==> config.mk <==
export PLATFORM = sky130hd
export DESIGN_NAME = flappy_game_sequencer
export DESIGN_NICKNAME = d
export VERILOG_FILES = /design/src/rtl/flappy_pkg.sv /design/src/rtl/flappy_lfsr8.sv /design/src/rtl/flappy_game_sequencer.sv
export SDC_FILE = /design/constraint.sdc
export NUM_CORES = 1
export LEC_CHECK = 0
export BUFFER_PORTS_ARGS = -buffer_cell sky130_fd_sc_hd__buf_2
export CAP_MARGIN = 20
export CORE_ASPECT_RATIO = 0.5
export CORE_MARGIN = 1
export CORE_UTILIZATION = 50
export DETAILED_ROUTE_END_ITERATION = 8
export PLACE_DENSITY = 0.69
export SYNTH_ARGS = -nofsm -noshare
export SYNTH_HDL_FRONTEND = slang
export SYNTH_SLANG_ARGS = --single-unit
==> constraint.sdc <==
create_clock -name clk -period 12.2 [get_ports clk]
set_clock_uncertainty 0.15 [all_clocks]
set_input_delay 2.44 -clock clk [delete_from_list [all_inputs] [get_ports clk]]
set_output_delay 2.44 -clock clk [all_outputs]
set_load 0.01 [all_outputs]
==> src/rtl/flappy_pkg.sv <==
// rtl/flappy_pkg.sv - shared game states, screen constants and reset values for the flappy game
package flappy_pkg;

    typedef enum logic [1:0] {
        GS_IDLE = 2'd0,
        GS_PLAY = 2'd1,
        GS_FALL = 2'd2,
        GS_OVER = 2'd3
    } game_state_t;

    localparam int SCREEN_W_PX = 640;
    localparam int SCREEN_H_PX = 480;

    localparam logic [8:0] BIRD_RST  = 9'd232;
    localparam logic [8:0] HOLE_RST  = 9'd180;
    localparam logic [7:0] LFSR_SEED = 8'hA5;

    // Fibonacci taps 8,6,5,4 (bit indices 7,5,4,3), shifting towards the MSB
    function automatic logic [7:0] lfsr8_next(input logic [7:0] q);
        return {q[6:0], q[7] ^ q[5] ^ q[4] ^ q[3]};
    endfunction

endpackage

==> src/rtl/flappy_lfsr8.sv <==
// rtl/flappy_lfsr8.sv - free-running 8-bit LFSR used for hole placement
module flappy_lfsr8
    import flappy_pkg::*;
(
    input  logic       clk,
    input  logic       rst_n,
    output logic [7:0] value
);

    always_ff @(posedge clk or negedge rst_n) begin
        if (!rst_n) begin
            value <= LFSR_SEED;
        end else begin
            value <= lfsr8_next(value);
        end
    end

endmodule

==> src/rtl/flappy_game_sequencer.sv <==
// rtl/flappy_game_sequencer.sv - per-frame bird physics, pipe scroll, scoring and game FSM; SPEEDUP_EN adds score-based speed
module flappy_game_sequencer
    import flappy_pkg::*;
#(
    parameter int BIRD_X     = 100,
    parameter int BIRD_SZ    = 8,
    parameter int PIPE_W     = 40,
    parameter int GAP        = 100,
    parameter int SCREEN_W   = SCREEN_W_PX,
    parameter int FLOOR_Y    = SCREEN_H_PX - 8,
    parameter int HOLE_MIN   = 40,
    parameter int PIPE_SPEED = 2,
    parameter int FLAP_VEL   = -8,
    parameter int MAX_FALL   = 8
) (
    input  logic       clk,
    input  logic       rst_n,
    input  logic       vsync,
    input  logic       flap,
    output logic [8:0] bird_pos,
    output logic [8:0] hole_pos,
    output logic [9:0] pipe_pos,
    output logic [7:0] score,
    output logic [1:0] game_state
);

    localparam logic signed [5:0]  FLAP_V     = 6'(FLAP_VEL);
    localparam logic signed [5:0]  MAX_FALL_V = 6'(MAX_FALL);
    localparam logic        [8:0]  FLOOR_V    = 9'(FLOOR_Y);
    localparam logic signed [10:0] FLOOR_S    = 11'(FLOOR_Y);
    localparam logic        [9:0]  SCREEN_W_V = 10'(SCREEN_W);
    localparam logic        [8:0]  HOLE_MIN_V = 9'(HOLE_MIN);
    localparam logic signed [11:0] PIPE_W_S   = 12'(PIPE_W);
    localparam logic signed [11:0] BIRD_X_S   = 12'(BIRD_X);
    localparam logic        [11:0] BIRD_X_U   = 12'(BIRD_X);
    localparam logic        [11:0] BIRD_SZ_U  = 12'(BIRD_SZ);
    localparam logic        [11:0] PIPE_W_U   = 12'(PIPE_W);
    localparam logic        [11:0] GAP_U      = 12'(GAP);

    game_state_t       state_q, state_d;
    logic signed [5:0] vel_q, vel_d;
    logic        [8:0] bird_d, hole_d;
    logic        [9:0] pipe_d;
    logic        [7:0] score_d;
    logic              vsync_q, flap_q, flap_pending;
    logic        [7:0] lfsr;

    logic              tick, flap_rise;
    logic        [9:0] speed;
    logic signed [5:0] vel_inc, vel_play;
    logic        [8:0] bird_play, bird_fall, hole_play;
    logic        [9:0] pipe_play;
    logic        [7:0] score_play;
    logic signed [11:0] old_x, new_x;
    logic        [11:0] px, by, hy;
    logic              respawn, crossing, x_ovl, y_hit, play_dead;

    assign tick       = vsync & ~vsync_q;
    assign flap_rise  = flap & ~flap_q;
    assign game_state = state_q;

    flappy_lfsr8 u_lfsr (
        .clk   (clk),
        .rst_n (rst_n),
        .value (lfsr)
    );

    // Add a signed velocity to y in 11-bit signed space, then pin to [0, FLOOR_Y]
    function automatic logic [8:0] bird_step(input logic [8:0] y, input logic signed [5:0] v);
        logic signed [10:0] sum;
        sum = $signed({2'b00, y}) + $signed({{5{v[5]}}, v});
        if (sum[10]) begin
            return 9'd0;
        end else if (sum > FLOOR_S) begin
            return FLOOR_V;
        end else begin
            return sum[8:0];
        end
    endfunction

    always_comb begin
`ifdef SPEEDUP_EN
        speed = 10'(PIPE_SPEED) + ((score[7:3] > 5'd3) ? 10'd3 : {5'd0, score[7:3]});
`else
        speed = 10'(PIPE_SPEED);
`endif
        vel_inc   = (vel_q >= MAX_FALL_V) ? MAX_FALL_V : vel_q + 6'sd1;
        vel_play  = flap_pending ? FLAP_V : vel_inc;
        bird_play = bird_step(bird_pos, vel_play);
        bird_fall = bird_step(bird_pos, vel_inc);

        respawn   = pipe_pos < speed;
        pipe_play = respawn ? SCREEN_W_V : pipe_pos - speed;
        hole_play = respawn ? HOLE_MIN_V + {1'b0, lfsr} : hole_pos;

        // Crossing is judged on the unwrapped position so it still counts on a respawn tick
        old_x      = $signed({2'b00, pipe_pos});
        new_x      = old_x - $signed({2'b00, speed});
        crossing   = (old_x + PIPE_W_S >= BIRD_X_S) && (new_x + PIPE_W_S < BIRD_X_S);
        score_play = (crossing && score != 8'hFF) ? score + 8'd1 : score;

        px        = {2'b00, pipe_play};
        by        = {3'b000, bird_play};
        hy        = {3'b000, hole_play};
        x_ovl     = (BIRD_X_U + BIRD_SZ_U > px) && (BIRD_X_U < px + PIPE_W_U);
        y_hit     = (by < hy) || (by + BIRD_SZ_U > hy + GAP_U);
        play_dead = (x_ovl && y_hit) || (bird_play >= FLOOR_V);

        state_d = state_q;
        vel_d   = vel_q;
        bird_d  = bird_pos;
        pipe_d  = pipe_pos;
        hole_d  = hole_pos;
        score_d = score;

        if (tick) begin
            unique case (state_q)
                GS_IDLE, GS_PLAY: begin
                    if (state_q == GS_PLAY || flap_pending) begin
                        state_d = play_dead ? GS_FALL : GS_PLAY;
                        vel_d   = vel_play;
                        bird_d  = bird_play;
                        pipe_d  = pipe_play;
                        hole_d  = hole_play;
                        score_d = score_play;
                    end
                end
                GS_FALL: begin
                    vel_d  = vel_inc;
                    bird_d = bird_fall;
                    if (bird_fall == FLOOR_V) begin
                        state_d = GS_OVER;
                    end
                end
                GS_OVER: begin
                    if (flap_pending) begin
                        state_d = GS_IDLE;
                        vel_d   = 6'sd0;
                        bird_d  = BIRD_RST;
                        pipe_d  = 10'(SCREEN_W_PX);
                        hole_d  = HOLE_RST;
                        score_d = 8'd0;
                    end
                end
                default: state_d = GS_IDLE;
            endcase
        end
    end

    always_ff @(posedge clk or negedge rst_n) begin
        if (!rst_n) begin
            state_q      <= GS_IDLE;
            vel_q        <= 6'sd0;
            bird_pos     <= BIRD_RST;
            pipe_pos     <= 10'(SCREEN_W_PX);
            hole_pos     <= HOLE_RST;
            score        <= 8'd0;
            vsync_q      <= 1'b0;
            flap_q       <= 1'b0;
            flap_pending <= 1'b0;
        end else begin
            vsync_q <= vsync;
            flap_q  <= flap;
            // Every tick consumes the pending flap; an edge on the tick cycle itself carries over
            if (tick) begin
                flap_pending <= flap_rise;
            end else if (flap_rise) begin
                flap_pending <= 1'b1;
            end
            state_q  <= state_d;
            vel_q    <= vel_d;
            bird_pos <= bird_d;
            pipe_pos <= pipe_d;
            hole_pos <= hole_d;
            score    <= score_d;
        end
    end

endmodule
# Word-level counts from Yosys, hierarchy flattened
# Index checks and enable logic that the tools add are counted.
# totals
output_inout_bits	38
ff_bits	55
wordCells	95
# classes
n_bitwise	7
n_mux	31
n_lt_le_gt_ge	11
addsub	12
eq_ne	9
n_reduce_logical	15
# op_table
op	count
9-bit two-way mux	9
10-bit two-way mux	3
9-bit one-hot mux with 3 select lines	1
6-bit two-way mux	4
8-bit two-way mux	3
10-bit by 6-bit adder with 11-bit output	2
10-bit by 6-bit adder with 11-bit output (second input constant)	2
11-bit by 10-bit greater-than comparator with 1-bit output (second input constant)	2
10-bit one-hot mux with 2 select lines	1
6-bit one-hot mux with 3 select lines	1
9-bit one-hot mux with 2 select lines	1
8-bit one-hot mux with 2 select lines	1
11-bit by 7-bit adder with 12-bit output (second input constant)	1
12-bit by 8-bit < comparator with 1-bit output (second input constant)	1
11-bit by 7-bit >= comparator with 1-bit output (second input constant)	1
7-bit by 11-bit < comparator with 1-bit output (first input constant)	1
10-bit by 2-bit subtractor with 11-bit output (second input constant)	1
9-bit by 4-bit adder with 10-bit output (second input constant)	1
9-bit by 7-bit adder with 10-bit output (second input constant)	1
10-bit greater-than comparator	1
7-bit by 10-bit greater-than comparator with 1-bit output (first input constant)	1
10-bit by 2-bit < comparator with 1-bit output (second input constant)	1
10-bit by 2-bit subtractor with 10-bit output (second input constant)	1
6-bit by 8-bit adder with 9-bit output (first input constant)	1
other kinds (24)	43

# Depth between registers and ports, before layout
# logic_depth
depth_word	15
ltp_mapped	27
ltp_nobuf	27

# Hierarchy
# Synthesis repeated with hierarchy kept, for this count alone.
# hier_totals
cells_unflattened	612
hier_area_um2	5138.7
# by_module_without_submodules
module	area_each_um2	seq_area_each_um2	instances	cells_each
flappy_game_sequencer	4907.2	1188.6	1	601
flappy_lfsr8	231.5	205.2	1	11

# Worst setup path after synthesis
# Ideal clock, no wire load.
# synth_path
path_type	register to register
from	reg flap_pending
to	reg state_q[1], in the netlist game_state[1]
path_buffers	1
arrival_time_ps	4983
period_less_slack_ps	5199
path_slack_ps	7001
stages_incl_launch_ff	25
path_cell_list	dfrtp_1 > clkbuf_1 > nor2_1 > a21oi_1 > ha_1 > a21oi_1 > a21boi_0 > a221oi_1 > nand4_1 > o21ai_0 > o21ai_0 > inv_1 > ha_1 > nand2_1 > xnor2_1 > ha_1 > nand4_1 > nor3_1 > o21ai_0 > a31oi_1 > nor2_1 > nand3_1 > o211ai_1 > o211ai_1 > o211a_1
# synth_via
elab_chain_len	13
word_cells_on_any_way	19
cone_classes	2 x add/sub; 4 x order compare; 2 x eq/ne; 6 x mux; 5 x reduce/logical
# synth_rtl
item	line_no	text
start: declaration	flappy_game_sequencer.sv:45	logic vsync_q, flap_q, flap_pending;
start signal: assignment	flappy_game_sequencer.sv:166	flap_pending <= flap_rise;
6-bit two-way mux	flappy_game_sequencer.sv:88	vel_play = flap_pending ? FLAP_V : vel_inc;
10-bit by 6-bit adder with 11-bit output	flappy_game_sequencer.sv:71	sum = $signed({2'b00, y}) + $signed({{5{v[5]}}, v});
11-bit by 10-bit greater-than comparator with 1-bit output	flappy_game_sequencer.sv:74	end else if (sum > FLOOR_S) begin
9-bit two-way mux	flappy_game_sequencer.sv:74	
9-bit two-way mux	flappy_game_sequencer.sv:72	if (sum[10]) begin
9-bit by 4-bit adder with 10-bit output	flappy_game_sequencer.sv:106	y_hit = (by < hy) || (by + BIRD_SZ_U > hy + GAP_U);
10-bit greater-than comparator	flappy_game_sequencer.sv:106	
1-bit logical OR	flappy_game_sequencer.sv:106	
1-bit logical AND	flappy_game_sequencer.sv:107	play_dead = (x_ovl && y_hit) || (bird_play >= FLOOR_V);
1-bit logical OR	flappy_game_sequencer.sv:107	
2-bit two-way mux	flappy_game_sequencer.sv:120	state_d = play_dead ? GS_FALL : GS_PLAY;
2-bit two-way mux	flappy_game_sequencer.sv:119	if (state_q == GS_PLAY || flap_pending) begin
2-bit one-hot mux with 3 select lines	flappy_game_sequencer.sv:117	unique case (state_q)
end signal: assignment	flappy_game_sequencer.sv:170	state_q <= state_d;
end: declaration	flappy_game_sequencer.sv:40	game_state_t state_q, state_d;
# Several ways; a longest one is shown, not always the timed one. The select of a mux whose other input is x is not followed.
# A chain may end at the register's enable or synchronous reset.

# Final worst setup path
# layout_path
from	reg vel_q[3]
to	reg state_q[1], in the netlist game_state[1]
# layout_via
elab_chain_len	15
word_cells_on_any_way	25
cone_classes	4 x add/sub; 6 x order compare; 2 x eq/ne; 9 x mux; 4 x reduce/logical
# layout_rtl
item	line_no	text
start: declaration	flappy_game_sequencer.sv:41	logic signed [5:0] vel_q, vel_d;
start signal: assignment	flappy_game_sequencer.sv:171	vel_q <= vel_d;
6-bit by 2-bit adder with 6-bit output / 6-bit by 5-bit >= comparator with 1-bit output (equally long branches)	flappy_game_sequencer.sv:87	vel_inc = (vel_q >= MAX_FALL_V) ? MAX_FALL_V : vel_q + 6'sd1;
6-bit two-way mux *	flappy_game_sequencer.sv:87	
6-bit two-way mux	flappy_game_sequencer.sv:88	
10-bit by 6-bit adder with 11-bit output	flappy_game_sequencer.sv:71	
11-bit by 10-bit greater-than comparator with 1-bit output	flappy_game_sequencer.sv:74	
9-bit two-way mux	flappy_game_sequencer.sv:74	
9-bit two-way mux	flappy_game_sequencer.sv:72	
9-bit by 4-bit adder with 10-bit output	flappy_game_sequencer.sv:106	
10-bit greater-than comparator	flappy_game_sequencer.sv:106	
1-bit logical OR	flappy_game_sequencer.sv:106	
1-bit logical AND	flappy_game_sequencer.sv:107	
1-bit logical OR	flappy_game_sequencer.sv:107	
2-bit two-way mux	flappy_game_sequencer.sv:120	
2-bit two-way mux	flappy_game_sequencer.sv:119	
2-bit one-hot mux with 3 select lines	flappy_game_sequencer.sv:117	
# Mark *: on every way between the ends. The rest lies on a longest branch, timed or not. The select of a mux whose other input is x is not followed.

==> results.cfg <==
[status]
outcome = finished clean

[placement]
pre_cts_slack_ps = 6310
dp.cells = 715
gp_congestion = 0.903
dp_hpwl_um = 9700
io_buffers = 41

[clocking]
cts_sinks = 55
cts_setup_buffers = 0
tritoncts = done
clockBufferDepth = 2
post_cts_resized = 0
h-tree-depth = 2
cts_root_buf = clkbuf_16
cts_made_buffers = 5
ctsHoldBuffers = 0
clk_latency_ps = 300
clk_pin_slew_ps = 70

[grt]
grt_pass1_wl_um = 21000
grt_max_degree = 56
grt_overflow = 0
grtUsageTotal = 0.270
grt_pass1_vias = 3999
antenna_found_initial = 0

[critical_path]
rr_worst_depth = 27
crit_end = game_state[1]
required_ps = 12290
path_class = reg2reg
setup.worst_path.start = vel_q[3]
rr_endpoint = game_state[1]
start_kind = register
reg2reg_slack_ps = 6180
cp.arrival_ps = 6110
cp_max_fo = 7
r2r-start = vel_q[3]
critPathCaptureType = register

[synth]
synth_top_cells_by_count = nand2_1, ha_1, a21oi_1, nor2_1, dfrtp_1
ys_ff_latch = 55
async_flop_share = 1.00
synth_most_common_cell = nand2_1
yosysWarnings = 0
syn-num-nets = 621
synthCells = 566
seq_area_frac_synth = 0.292
synth_area_leaders = dfrtp_1, ha_1, dfstp_2
synth_edf_count = 0
syn-cell-area_um2 = 4770
synth_flop_cell = dfrtp_1
yosysTopAreaCellShare = 0.215
synth_cell_types = 77
avgSynthCellArea_um2 = 8.43
synth_top_area_cell = dfrtp_1

[detailed_routing]
drt_wl_total_um = 12800
vias = 4367
wl_per_cell_um = 17.7
dr.pass1.iters = 5
ant_nets = 0
viasPerCell = 6.04
first_iter_violations = 341
drc_errors = 0

[timing]
setup_viol = 0
slew_violations = 0
fin_tns_setup_ps = 0
post-route-period-util = 0.493
slew_headroom = 0.306
fin_crit_ps = 6020
finalWorstSetupSlack_ps = 6180
fmax_mhz = 166
hold_viol_final = 0
worst-slew-pin-transition_ps = 1040
timing.hold.ws_ps = 231
rsz0062_at_grt = false

[floorplan]
initial_core_util = 0.531
die-area_um2 = 9960
die_h_um = 71.1
fp.dieW_um = 140
coreArea_um2 = 8980
rows = 24
io_pins = 42

[final_layout]
antenna_cells = 0
syn_to_final_growth_pct = 10.4
nNetsFinal = 660
num-fill-cells = 856
drive_above_1_share = 0.134
fin_cells = 723

[power]
p_per_area_nw_per_um2 = 315
leakagePower_nw = 2.45
finalPower_w = 0.00166
vdd_drop_max_uv = 194

[flow_run]
max-cap-violations = 0

[hold_path]
hold_class = reg2reg
[cell usage in the layout (no fill, tap or decap), types with 6 or more instances in the layout]
cell	instances
buf_4	6
o211a_1	6
a31oi_1	7
xnor2_1	26
nand2b_1	11
nor3_1	11
a21o_1	7
o22ai_1	6
dfrtp_1	41
nand3_1	21
o211ai_1	6
nor2_1	44
inv_1	30
nor2b_1	6
nand2_1	55
ha_1	49
xor2_1	15
and3_1	8
buf_2	41
o21ai_0	37
o21a_1	8
a21oi_1	48
dfstp_2	14
[layout make-up]
type,instances,area (µm²),area share
clock inverter,2,16.3,0.00309
timing repair buffer,47,250,0.0475
sequential,55,1390,0.265
tap,117,146,0.0278
inverter,30,113,0.0214
clock buffer,6,139,0.0264
multi-input combinational,466,3210,0.609
[worst min-delay path by stage]
stage,depth (start not counted),startpoint,to,slack (ps)
2_1_floorplan,0,u_lfsr.value[1],u_lfsr.value[2],200
3_3_place_gp,0,u_lfsr.value[1],u_lfsr.value[2],210
3_5_place_dp,0,u_lfsr.value[1],u_lfsr.value[2],210
4_1_cts,0,u_lfsr.value[1],u_lfsr.value[2],230
5_1_grt,0,u_lfsr.value[1],u_lfsr.value[2],250
6_report,0,u_lfsr.value[1],u_lfsr.value[2],230
[stage by stage]
stage | utilization | instance area (µm²)
final | 0.587 | 5270
after global routing | 0.587 | 5270
after CTS | 0.587 | 5270
after detailed placement | 0.569 | 5110
after global placement | 0.569 | 5110
after floorplan | - | 4770
[worst max-delay path, cell delays in order (launching register included)]
cell      delay, ps
dfrtp_1         450
nor2_1           90
or2_2           320
nand2_1         100
inv_1            90
nand2_1         120
inv_1            60
ha_1            280
a211oi_1        400
o211ai_1        190
a221oi_1        470
nand4_1         200
o21ai_0         450
o21ai_0         270
inv_1           170
ha_1            160
nand2_1          60
xnor2_1         130
ha_1            320
nand4_1         120
nor3_1          210
o21ai_0         120
a31oi_1         270
nor2_1          110
nand3_1          90
o211ai_1        100
o211ai_1        290
o211a_1         190
[report_power, final]
group / switching (W) / internal (W) / leakage, nW
Combinational: 0.000704 / 0.000475 / 1.71
Clock: 0.0000721 / 0.0000824 / 0.0731
Sequential: 0.0000788 / 0.000244 / 0.676
[layer usage]
layer  GRT usage  up-vias  wire (µm)
met4      0.0525        0         87
met3      0.0379        6        594
li1            -     2162          -
met2       0.409      113       5470
met1       0.409     2086       6620
met5           0        -          0
[state kept, by name, summed over array words and instances, names as in the netlist]
signal / cells
game_state: 2
vel_q: 6
flap_q: 1
flap_pending: 1
score: 8
vsync_q: 1
bird_pos: 9
u_lfsr.value: 8
pipe_pos: 10
hole_pos: 9
[logic make-up after synthesis]
group	count (synthesis)	synth area share
fa+ha+maj	51	0.137
compound gates	180	0.251
flops	55	0.292
simple gates	188	0.197
other cells	1	0.000786
buf+inv	45	0.0367
mux	5	0.0105
xor+xnor	41	0.0753
Power figures use the tool's default switching activity.
